<file path="src/rtl/demux8_rr_scheduler.sv">
// Round-robin sequencing controller for a 1-to-8 demux: holds one word and steers it to an enabled channel.
// Latency: a word accepted at edge N is presented on out_data/out_valid after edge N (one register stage).
// Backpressure: a held word waits for out_ready[sel]; in_ready drops until it leaves (1 word/cycle when sinks are ready).
//
// Ports:
//   clk, rst             rising-edge clock, asynchronous active-high reset
//   en_mask[7:0]         channel eligibility, sampled only when a word is accepted
//   in_valid/in_ready    upstream handshake, in_data carries the word
//   sel, out_valid[7:0]  demux select and one-hot valid for the held word
//   out_data             held word, feeds the demux data input
//   out_ready[7:0]       per-channel sink ready (only bit sel is observed)
//   beat_cnt             words delivered since reset, wraps at 2^CNT_W
`timescale 1ns/1ps
module demux8_rr_scheduler #(
  parameter int DATA_W = 8,
  parameter int CNT_W  = 16
) (
  input  logic              clk,
  input  logic              rst,
  input  logic [7:0]        en_mask,
  input  logic              in_valid,
  input  logic [DATA_W-1:0] in_data,
  output logic              in_ready,
  output logic [2:0]        sel,
  output logic [7:0]        out_valid,
  output logic [DATA_W-1:0] out_data,
  input  logic [7:0]        out_ready,
  output logic [CNT_W-1:0]  beat_cnt
);

  localparam logic [0:0] IDLE = 1'b0;
  localparam logic [0:0] HOLD = 1'b1;

  logic [0:0]        state_q, state_d;
  logic [2:0]        ptr_q, ptr_d;
  logic [2:0]        sel_q, sel_d;
  logic [DATA_W-1:0] data_q, data_d;
  logic [CNT_W-1:0]  beat_q, beat_d;

  logic       any_en;
  logic       xfer_out;
  logic       accept;
  logic [2:0] base;
  logic [2:0] pick;
  logic [2:0] idx;

  assign any_en   = |en_mask;
  assign xfer_out = (state_q == HOLD) && out_ready[sel_q];
  assign in_ready = !rst && any_en && ((state_q == IDLE) || xfer_out);
  assign accept   = in_valid && in_ready;

  // When the held word leaves this cycle its successor must not reuse the
  // same channel, so the search starts just past it rather than at ptr.
  assign base = xfer_out ? (sel_q + 3'd1) : ptr_q;

  // Walk offsets from farthest to nearest so the nearest enabled channel is
  // the last one written; pick is only consumed when any_en is set.
  always_comb begin
    pick = base;
    idx  = base;
    for (int i = 7; i >= 0; i--) begin
      idx = base + i[2:0];
      if (en_mask[idx]) begin
        pick = idx;
      end
    end
  end

  always_comb begin
    state_d = state_q;
    ptr_d   = ptr_q;
    sel_d   = sel_q;
    data_d  = data_q;
    beat_d  = beat_q;
    if (xfer_out) begin
      ptr_d   = sel_q + 3'd1;
      beat_d  = beat_q + {{(CNT_W-1){1'b0}}, 1'b1};
      state_d = IDLE;
    end
    if (accept) begin
      data_d  = in_data;
      sel_d   = pick;
      state_d = HOLD;
    end
  end

  always_ff @(posedge clk or posedge rst) begin
    if (rst) begin
      state_q <= IDLE;
      ptr_q   <= 3'd0;
      sel_q   <= 3'd0;
      data_q  <= '0;
      beat_q  <= '0;
    end else begin
      state_q <= state_d;
      ptr_q   <= ptr_d;
      sel_q   <= sel_d;
      data_q  <= data_d;
      beat_q  <= beat_d;
    end
  end

  assign sel       = sel_q;
  assign out_valid = (state_q == HOLD) ? (8'b1 << sel_q) : 8'b0;
  assign out_data  = data_q;
  assign beat_cnt  = beat_q;

endmodule
</file>
<file path="config.mk">
export PLATFORM = sky130hd
export DESIGN_NAME = demux8_rr_scheduler
export DESIGN_NICKNAME = d
export VERILOG_FILES = /design/src/rtl/demux8_rr_scheduler.sv
export SDC_FILE = /design/constraint.sdc
export NUM_CORES = 1
export LEC_CHECK = 0
export ABC_AREA = 0
export BUFFER_PORTS_ARGS = -buffer_cell sky130_fd_sc_hd__buf_2
export CELL_PAD_IN_SITES_DETAIL_PLACEMENT = 0
export CELL_PAD_IN_SITES_GLOBAL_PLACEMENT = 1
export CORE_ASPECT_RATIO = 1.1
export CORE_MARGIN = 10
export CORE_UTILIZATION = 35
export CTS_CLUSTER_SIZE = 16
export DETAILED_ROUTE_END_ITERATION = 10
export PLACE_DENSITY_LB_ADDON = 0.2
export SYNTH_ARGS = -nofsm -noshare
export SYNTH_HDL_FRONTEND = slang
export SYNTH_SLANG_ARGS = --single-unit
</file>
<file path="constraint.sdc">
create_clock -name clk -period 4.7 [get_ports clk]
set_clock_uncertainty 0.1 [all_clocks]
set_input_delay 0.47 -clock clk [delete_from_list [all_inputs] [get_ports clk]]
set_output_delay 0.47 -clock clk [all_outputs]
set_load 0.03 [all_outputs]
</file>
Word level (Yosys, flattened, before mapping). Cells that the tools add are included. Widths: inputs -> output; s select.

Output and inout bits: 36. Register bits after elaboration: 31. Word-level logic and storage cells: 63. Bits of input ports: 27.

Shifts and indexed selects: 1. $lt $le $gt $ge: 9. Reductions and logical operators: 8. Muxes and demuxes: 30. Add/subtract/negate cells: 9. Bitwise gates (word level): 1.

Operators by type and width (number): $lt 3x4->1 const B (9); $bmux 1 s3 (9); $mux 3 (9); $add 16x1->16 const B (1); $add 3x3->3 const B (4); $mux 1 (11); $mux 8 (1); $reduce_or 8->1 (1); $shl 1x3->8 const A (1); $add 3x1->3 const B (2); $add 3x2->3 const B (2); $logic_and 1x1->1 (4); $reduce_bool 2->1 (1); $logic_not 1->1 (1); $logic_or 1x1->1 (1); $not 1->1 (1).

Longest topological paths before layout. Gate-level depths: netlist of the first run.

Depth after elaboration: 15. Mapped depth: 18. Mapped depth without buffers: 15.

Least setup slack after synthesis of the first run. Ideal clock, no wire load.

Kind: register to register. Start point: reg sel_q[0] (netlist: sel[0]). End point: reg sel_q[0] (netlist: sel[0]). Arrival: 3832 ps. Data required time: 4518 ps. Clock period less this slack: 4014 ps. Buffers on the path: 3. Setup time: 82 ps. Slack: 686 ps. Stages on the path, launching flop included: 18. Path through: dfrtp_1 -> buf_4 -> mux2i_1 -> a22o_1 -> nor3_2 -> a21o_1 -> buf_6 -> inv_2 -> clkbuf_1 -> ha_1 -> and2_1 -> o22ai_1 -> nand2b_1 -> mux2_2 -> nand2_1 -> a31oi_1 -> or4_1 -> a31oi_1.

Longest elaborated chain between the ends: 15. Elaborated cells on any way between the ends: 39. Classes of those cells: 8 x add/sub; 27 x mux; 4 x reduce/logical.

Ends and longest elaborated chain: start: declaration (RTL line 36) `logic [2:0] sel_q, sel_d;`; start signal: assignment (RTL line 97) `sel_q <= sel_d;`; $bmux 1 s3 (RTL line 48) `assign xfer_out = (state_q == HOLD) && out_ready[sel_q];`; $mux 1 (not written as such) (RTL line 48); $logic_and 1x1->1 (RTL line 48); $mux 3 *; named net base[1] (RTL line 43) `logic [2:0] base;`; $add 3x3->3 (RTL line 62) `idx = base + i[2:0];`; $bmux 1 s3 (RTL line 63) `if (en_mask[idx]) begin`; $mux 1 (not written as such) (RTL line 63); $mux 3 (7 in series) (RTL line 63); $mux 3 * (RTL line 63).

Mark *: on every way through the listed nets, which the timed path passes. The rest lies on a longest branch. The select of a mux whose other input is x is not followed. A chain may end at the register's enable or synchronous reset.

Worst setup path in the final report of the first run.
Start point: reg sel_q[0] (netlist: sel[0]). End point: reg sel_q[0] (netlist: sel[0]).

Longest elaborated chain between the ends: 15. Elaborated cells on any way between the ends: 39. Classes of those cells: 8 x add/sub; 27 x mux; 4 x reduce/logical.

Ends and longest elaborated chain (RTL line): $bmux 1 s3 (48); $mux 1 (not written as such) (48); $logic_and 1x1->1 (48); $mux 3; $add 3x3->3 (62); $bmux 1 s3 (63); $mux 1 (not written as such) (63); $mux 3 (8 in series) (63).

Parallel ways exist; a longest one is shown, timed or not. The select of a mux whose other input is x is not followed.

==> results of run 1 <==
cell usage after synthesis, types with 2 or more instances:
cell       number  share of area, %
nand2_1        67                10
dfrtp_1        31                32
xnor2_1        15               5.4
inv_1          12               1.8
mux2i_1        11               4.5
a21oi_1        10               2.1
nor2_1         10               1.5
ha_1            9               4.6
a31oi_1         8               2.1
and3_1          8               2.1
nand3_1         8               1.6
clkbuf_1        6              0.92
o21ai_0         6               1.2
a211oi_1        5               1.5
and2_1          5               1.3
nor2b_1         5               1.3
nor3_1          4              0.82
o22ai_1         4               1.0
a2111oi_0       3               1.1
a221oi_1        3               1.1
a311oi_1        3               1.1
inv_2           3              0.46
nand4_1         3              0.77
a22o_1          2              0.72
a22oi_1         2              0.61
a22oi_2         2               1.0
a311o_1         2              0.82
a311oi_2        2               1.2
buf_4           2              0.61
mux2_2          2              0.92
mux2i_2         2               1.1
nand2b_1        2              0.51
nor4_1          2              0.51
per-layer routing:
metal / GRT usage, % / up-vias
li1: - / 1149
met1: 16.57 / 1095
met2: 21.09 / 70
met3: 4.175 / 7
met4: 3.586 / 0
met5: 0 / -
power breakdown:
group	switching, mW	internal, mW	leakage (nW)
logic	1.20	0.726	0.987
clock network	0.100	0.171	0.0612
registers	0.106	0.343	0.400
total	1.41	1.24	1.45
worst min-delay path, stage by stage:
cell and delay, ps:
buf_2 110, inv_1 40, buf_4 350
cell families (layout without fill, tap and decap cells):
family	Yosys count	count (layout)	synth area share, %
fa+ha+maj	9	9	4.613
mux	18	18	9.021
simple gates	122	122	23.73
buf+inv	24	88	4.305
compound gates	64	64	20.14
xor+xnor	17	17	6.407
flops	31	31	31.78
area by class of cell:
class	instances	area, um^2	area share [%]
Clock inverter	2	35.03	1.189
Inverter	15	56.30	1.912
Tap cell	82	102.6	3.483
Clock buffer	6	82.58	2.804
Multi-Input combinational cell	230	1560	52.97
Sequential cell	31	775.7	26.34
Timing Repair Buffer	65	332.8	11.30
final timing paths:
| kind | startpoint | end | slack [ps] | cells after the start |
|---|---|---|---|---|
| min | rst | ptr_q[0] | 170 | 3 |
| max in group asynchronous | rst | out_data[2] | 4040 | 3 |
| min reg2reg | beat_cnt[15] | beat_cnt[15] | 380 | 1 |
| min in group clk | in_data[7] | out_data[7] | 270 | 3 |
| max reg2reg | sel[0] | sel[0] | 570 | 14 |
| max | sel[0] | sel[0] | 570 | 14 |
metrics by stage:
step / power, mW / worst slack (ps) / cell area, um^2
2_1_floorplan: 1.960 / 686.1 / 2441
3_3_place_gp: 2.377 / 743.6 / 2828
3_5_place_dp: 2.366 / 589.7 / 2828
4_1_cts: 2.654 / 578.7 / 2945
5_1_grt: 2.869 / 220.8 / 2945
6_report: 2.649 / 573.3 / 2945
flip-flops by register name, indices dropped and copies added, names as in the netlist:
| signal | count |
|---|---|
| beat_cnt | 16 |
| out_data | 8 |
| ptr_q | 3 |
| sel | 3 |
| state_q | 1 |
==> impl_metrics.yaml, run 1 <==
yosys:
  synth_edf_count: 0
  async_flop_share_pct: 100.0
  synthCells: 285
  synth_flop_cell: "dfrtp_1"
  yosys_warnings: 0
  syn_avg_cell_area_um2: 8.565
  syn_area_um2: 2441
  ys_ff_latch: 31
  netlist-cell-type-count: 59
  ys_seq_area_share_pct: 31.78
  synth_fp_nets: 321
floorplanning:
  io_pins: 63
  dieArea_um2: 10720
  die_y_um: 107.6
  initial_core_util_pct: 36.59
  coreArea_um2: 6671
  num_rows: 31
  die_w_um: 99.63
setup_path:
  crit_type: "reg2reg"
  critPathRequiredTime_ps: 4800
  critPathMaxFanout: 14
  end_kind: "register"
  path_buf_inv: 1
  cp-start-kind: "register"
  cp.arrival_ps: 4230
  cp_cell_sequence: "mux2i_1 > a22o_1 > nor4_2 > nor2_2 > ha_1 > inv_1 > nand2_1 > a211oi_1 > nand2b_1 > mux2_2 > nand2_1 > a31oi_1 > or4_1 > a31oi_1"
  cpLargestDelayFamily: "simple AND/OR/NAND/NOR gates"
  crit_slowest_cell: "dfrtp_1"
  critPathMaxStageDelay_ps: 690
final_layout:
  postLayoutCoreUtil_pct: 44.15
  final_cell_mix: "nand2_1, buf_2, dfrtp_1, xnor2_1, inv_1"
  final_nets: 384
  final_common_cell: "nand2_1"
  layout.cells.non_filler: 431
  antenna_cells: 0
  area_growth_syn_to_layout_pct: 20.66
  final_layout_size_suffix_gt1_share_pct: 27.22
  fillers: 674
clock_tree:
  cts_tree: "yes"
  cts-root-buf: "clkbuf_8"
  clk_pin_slew_ps: 60
  cts_setup_buffers: 0
  cts_resized: 0
  postCtsHoldBufs: 0
  clk_latency_ps: 280
  ctsLongestPathBuffers: 2
  cts.sinks: 31
  tritoncts.num_buffers: 5
  htreeDepth: 2
timing:
  slew_violations: 0
  worstMarginPinSlew_ps: 809.6
  max_freq_mhz: 242.3
  hold_viol: 0
  holdWs_ps: 173.4
  period_minus_slack_ps: 4127
  setup_viol: 0
  rsz0062_at_grt: "no"
  relSlewSlack_pct: 45.66
  setup_tns_ps: 0
  fin_crit_sh_pct: 87.80
status:
  outcome: "completed"
global_routing:
  grt_pass1_vias: 2307
  grt_pass1_wl_um: 11700
  overflow: 0
  grt_usage_pct: 13.16
  grt_start_max_net_pins: 32
  antenna_found_initial: 0
power_and_ir_drop:
  max-vdd-ir-drop_mv: 0.3673
  leakage_nw: 1.448
  p_per_area_nw_per_um2: 899.3
drt:
  wl_met3_um: 497
  route.detailed.drc: 0
  drt_iter0_drc: 119
  viasPerCell: 5.385
  firstDrtPassIters: 5
  vias: 2321
  ant_nets: 0
  drt-met1-wl_um: 3168
  wire_per_inst_um: 16.51
  wl_met2_um: 3384
  topRoutingLayerUsed: "met4"
  wl_um: 7117
placement:
  dpl.hpwl_um: 5532
  dp.cells: 423
  routabilityCongestion: 0.8279
  place.port_buffers: 62
min_path:
  hp-class: "in2async"
flow_run:
  maxCapViolCount: 0
Power figures use the tool's default switching activity.
==> inputs of run 2 (changes only) <==
CORE_UTILIZATION = 39   (was 35)
==> impl_metrics.yaml, run 2 (synthesized netlist as in run 1, its figures left out) <==
setup_path:
  r2r_slack_ps: 630
  critPathMaxStageDelay_ps: 680
  critPathRequiredTime_ps: 4790
  crit_type: "reg2reg"
  crit_slowest_cell: "dfrtp_1"
  end_kind: "register"
  cp_cell_sequence: "mux2i_1 > a22o_1 > nor4_2 > nor2_2 > ha_1 > inv_1 > nand2_1 > a211oi_1 > nand2b_1 > mux2_2 > nand2_1 > a31oi_1 > or4_1 > a31oi_1"
  cp-start-kind: "register"
  cp.arrival_ps: 4160
  critPathMaxFanout: 14
clock_tree:
  tritoncts.num_buffers: 5
  cts-root-buf: "clkbuf_8"
  htreeDepth: 2
  cts_tree: "yes"
  ctsLongestPathBuffers: 2
  clk_pin_slew_ps: 60
  cts.sinks: 31
  cts_resized: 0
  postCtsHoldBufs: 0
  clk_latency_ps: 280
  cts_setup_buffers: 0
final_layout:
  multiInputGateArea_um2: 1560
  largest_reg_flops: 16
  seq_area_um2: 775.7
  antenna_cells: 0
  fillers: 641
  final_nets: 385
  final_common_cell: "nand2_1"
  final_cell_mix: "nand2_1, buf_2, dfrtp_1, xnor2_1, inv_1"
  postLayoutCoreUtil_pct: 47.93
  area_growth_syn_to_layout_pct: 20.14
  final_layout_size_suffix_gt1_share_pct: 27.14
placement:
  routabilityCongestion: 0.9029
  dp_slack_ps: 655.8
  place.port_buffers: 62
  dpl.hpwl_um: 5423
drt:
  vias: 2317
  drt_iter0_drc: 127
  route.detailed.drc: 0
  firstDrtPassIters: 4
  viasPerCell: 5.388
  wire_per_inst_um: 16.05
  ant_nets: 0
  wl_um: 6902
floorplanning:
  die_y_um: 103.0
  die_w_um: 95.44
  dieArea_um2: 9827
  io_pins: 63
  coreArea_um2: 6118
  initial_core_util_pct: 39.90
  num_rows: 30
timing:
  fin_crit_sh_pct: 86.52
  max_freq_mhz: 245.9
  relSlewSlack_pct: 50.07
  holdWs_ps: 192.5
  rsz0062_at_grt: "no"
  period_minus_slack_ps: 4067
  hold_viol: 0
  fin_ws_ps: 633.4
  setup_viol: 0
  setup_tns_ps: 0
  worstMarginPinSlew_ps: 743.2
  slew_violations: 0
min_path:
  hp-class: "in2async"
global_routing:
  grt_usage_pct: 14.46
  overflow: 0
  grt_start_max_net_pins: 32
  grt_pass1_vias: 2385
  antenna_found_initial: 0
  grt_pass1_wl_um: 11520
status:
  outcome: "completed"
power_and_ir_drop:
  leakage_nw: 1.444
  max-vdd-ir-drop_mv: 0.3277
  p_per_area_nw_per_um2: 885.6
flow_run:
  maxCapViolCount: 0
## run 2: changes by cell type in the layout (fill, tap and decap cells not counted), sizes merged
cell,delta
clkbuf,+2
buf,+1
bufinv,-1
clkinv,-1
## run 2: path summary, 6_finish.rpt
| kind | start | to | cells after the start |
|---|---|---|---|
| min | rst | beat_cnt[12] | 3 |
| max | sel[0] | sel[0] | 14 |
| max in group asynchronous | rst | ptr_q[2] | 3 |
| min reg2reg | out_data[7] | out_data[7] | 2 |
| max reg2reg | sel[0] | sel[0] | 14 |
| min in group clk | in_data[5] | out_data[5] | 3 |
## run 2: final cells by class
class                           count  area share, %
Tap cell                           80          3.413
Multi-Input combinational cell    230          53.20
Timing Repair Buffer               66          11.60
Clock buffer                        8          3.413
Sequential cell                    31          26.45
Inverter                           15          1.920
## run 2: worst max-delay path, delay by kind of cell, from the launching register on
| family | cells | cell delay (ps) |
|---|---|---|
| buffers and inverters | 1 | 110 |
| AND/OR/NAND/NOR | 6 | 1490 |
| flip-flops | 1 | 680 |
| multiplexers | 2 | 530 |
| adder cells (fa/ha/maj) | 1 | 420 |
| AO/OA/AOI/OAI | 4 | 670 |
## run 2: per-stage QoR
stage	instance area, um^2	total power, mW	std cells
after floorplan	2441	1.960	285
after global placement	2833	2.378	422
after detailed placement	2833	2.368	422
after CTS	2933	2.604	430
after global routing	2933	2.856	430
final	2933	2.597	430
## run 2: report_power, final
group	internal, mW	total, mW	switching [mW]
combinational	0.730	1.94	1.21
sequential	0.343	0.436	0.0924
clock	0.133	0.225	0.0913
total	1.21	2.60	1.39
## run 2: routing by layer
metal  part of all wire [%]  track usage [%]  wire [um]
met2                     48            23.52       3281
met4                   0.70            3.178         48
met3                    7.2            4.224        496
met1                     45            18.49       3075
met5                      0                0          0
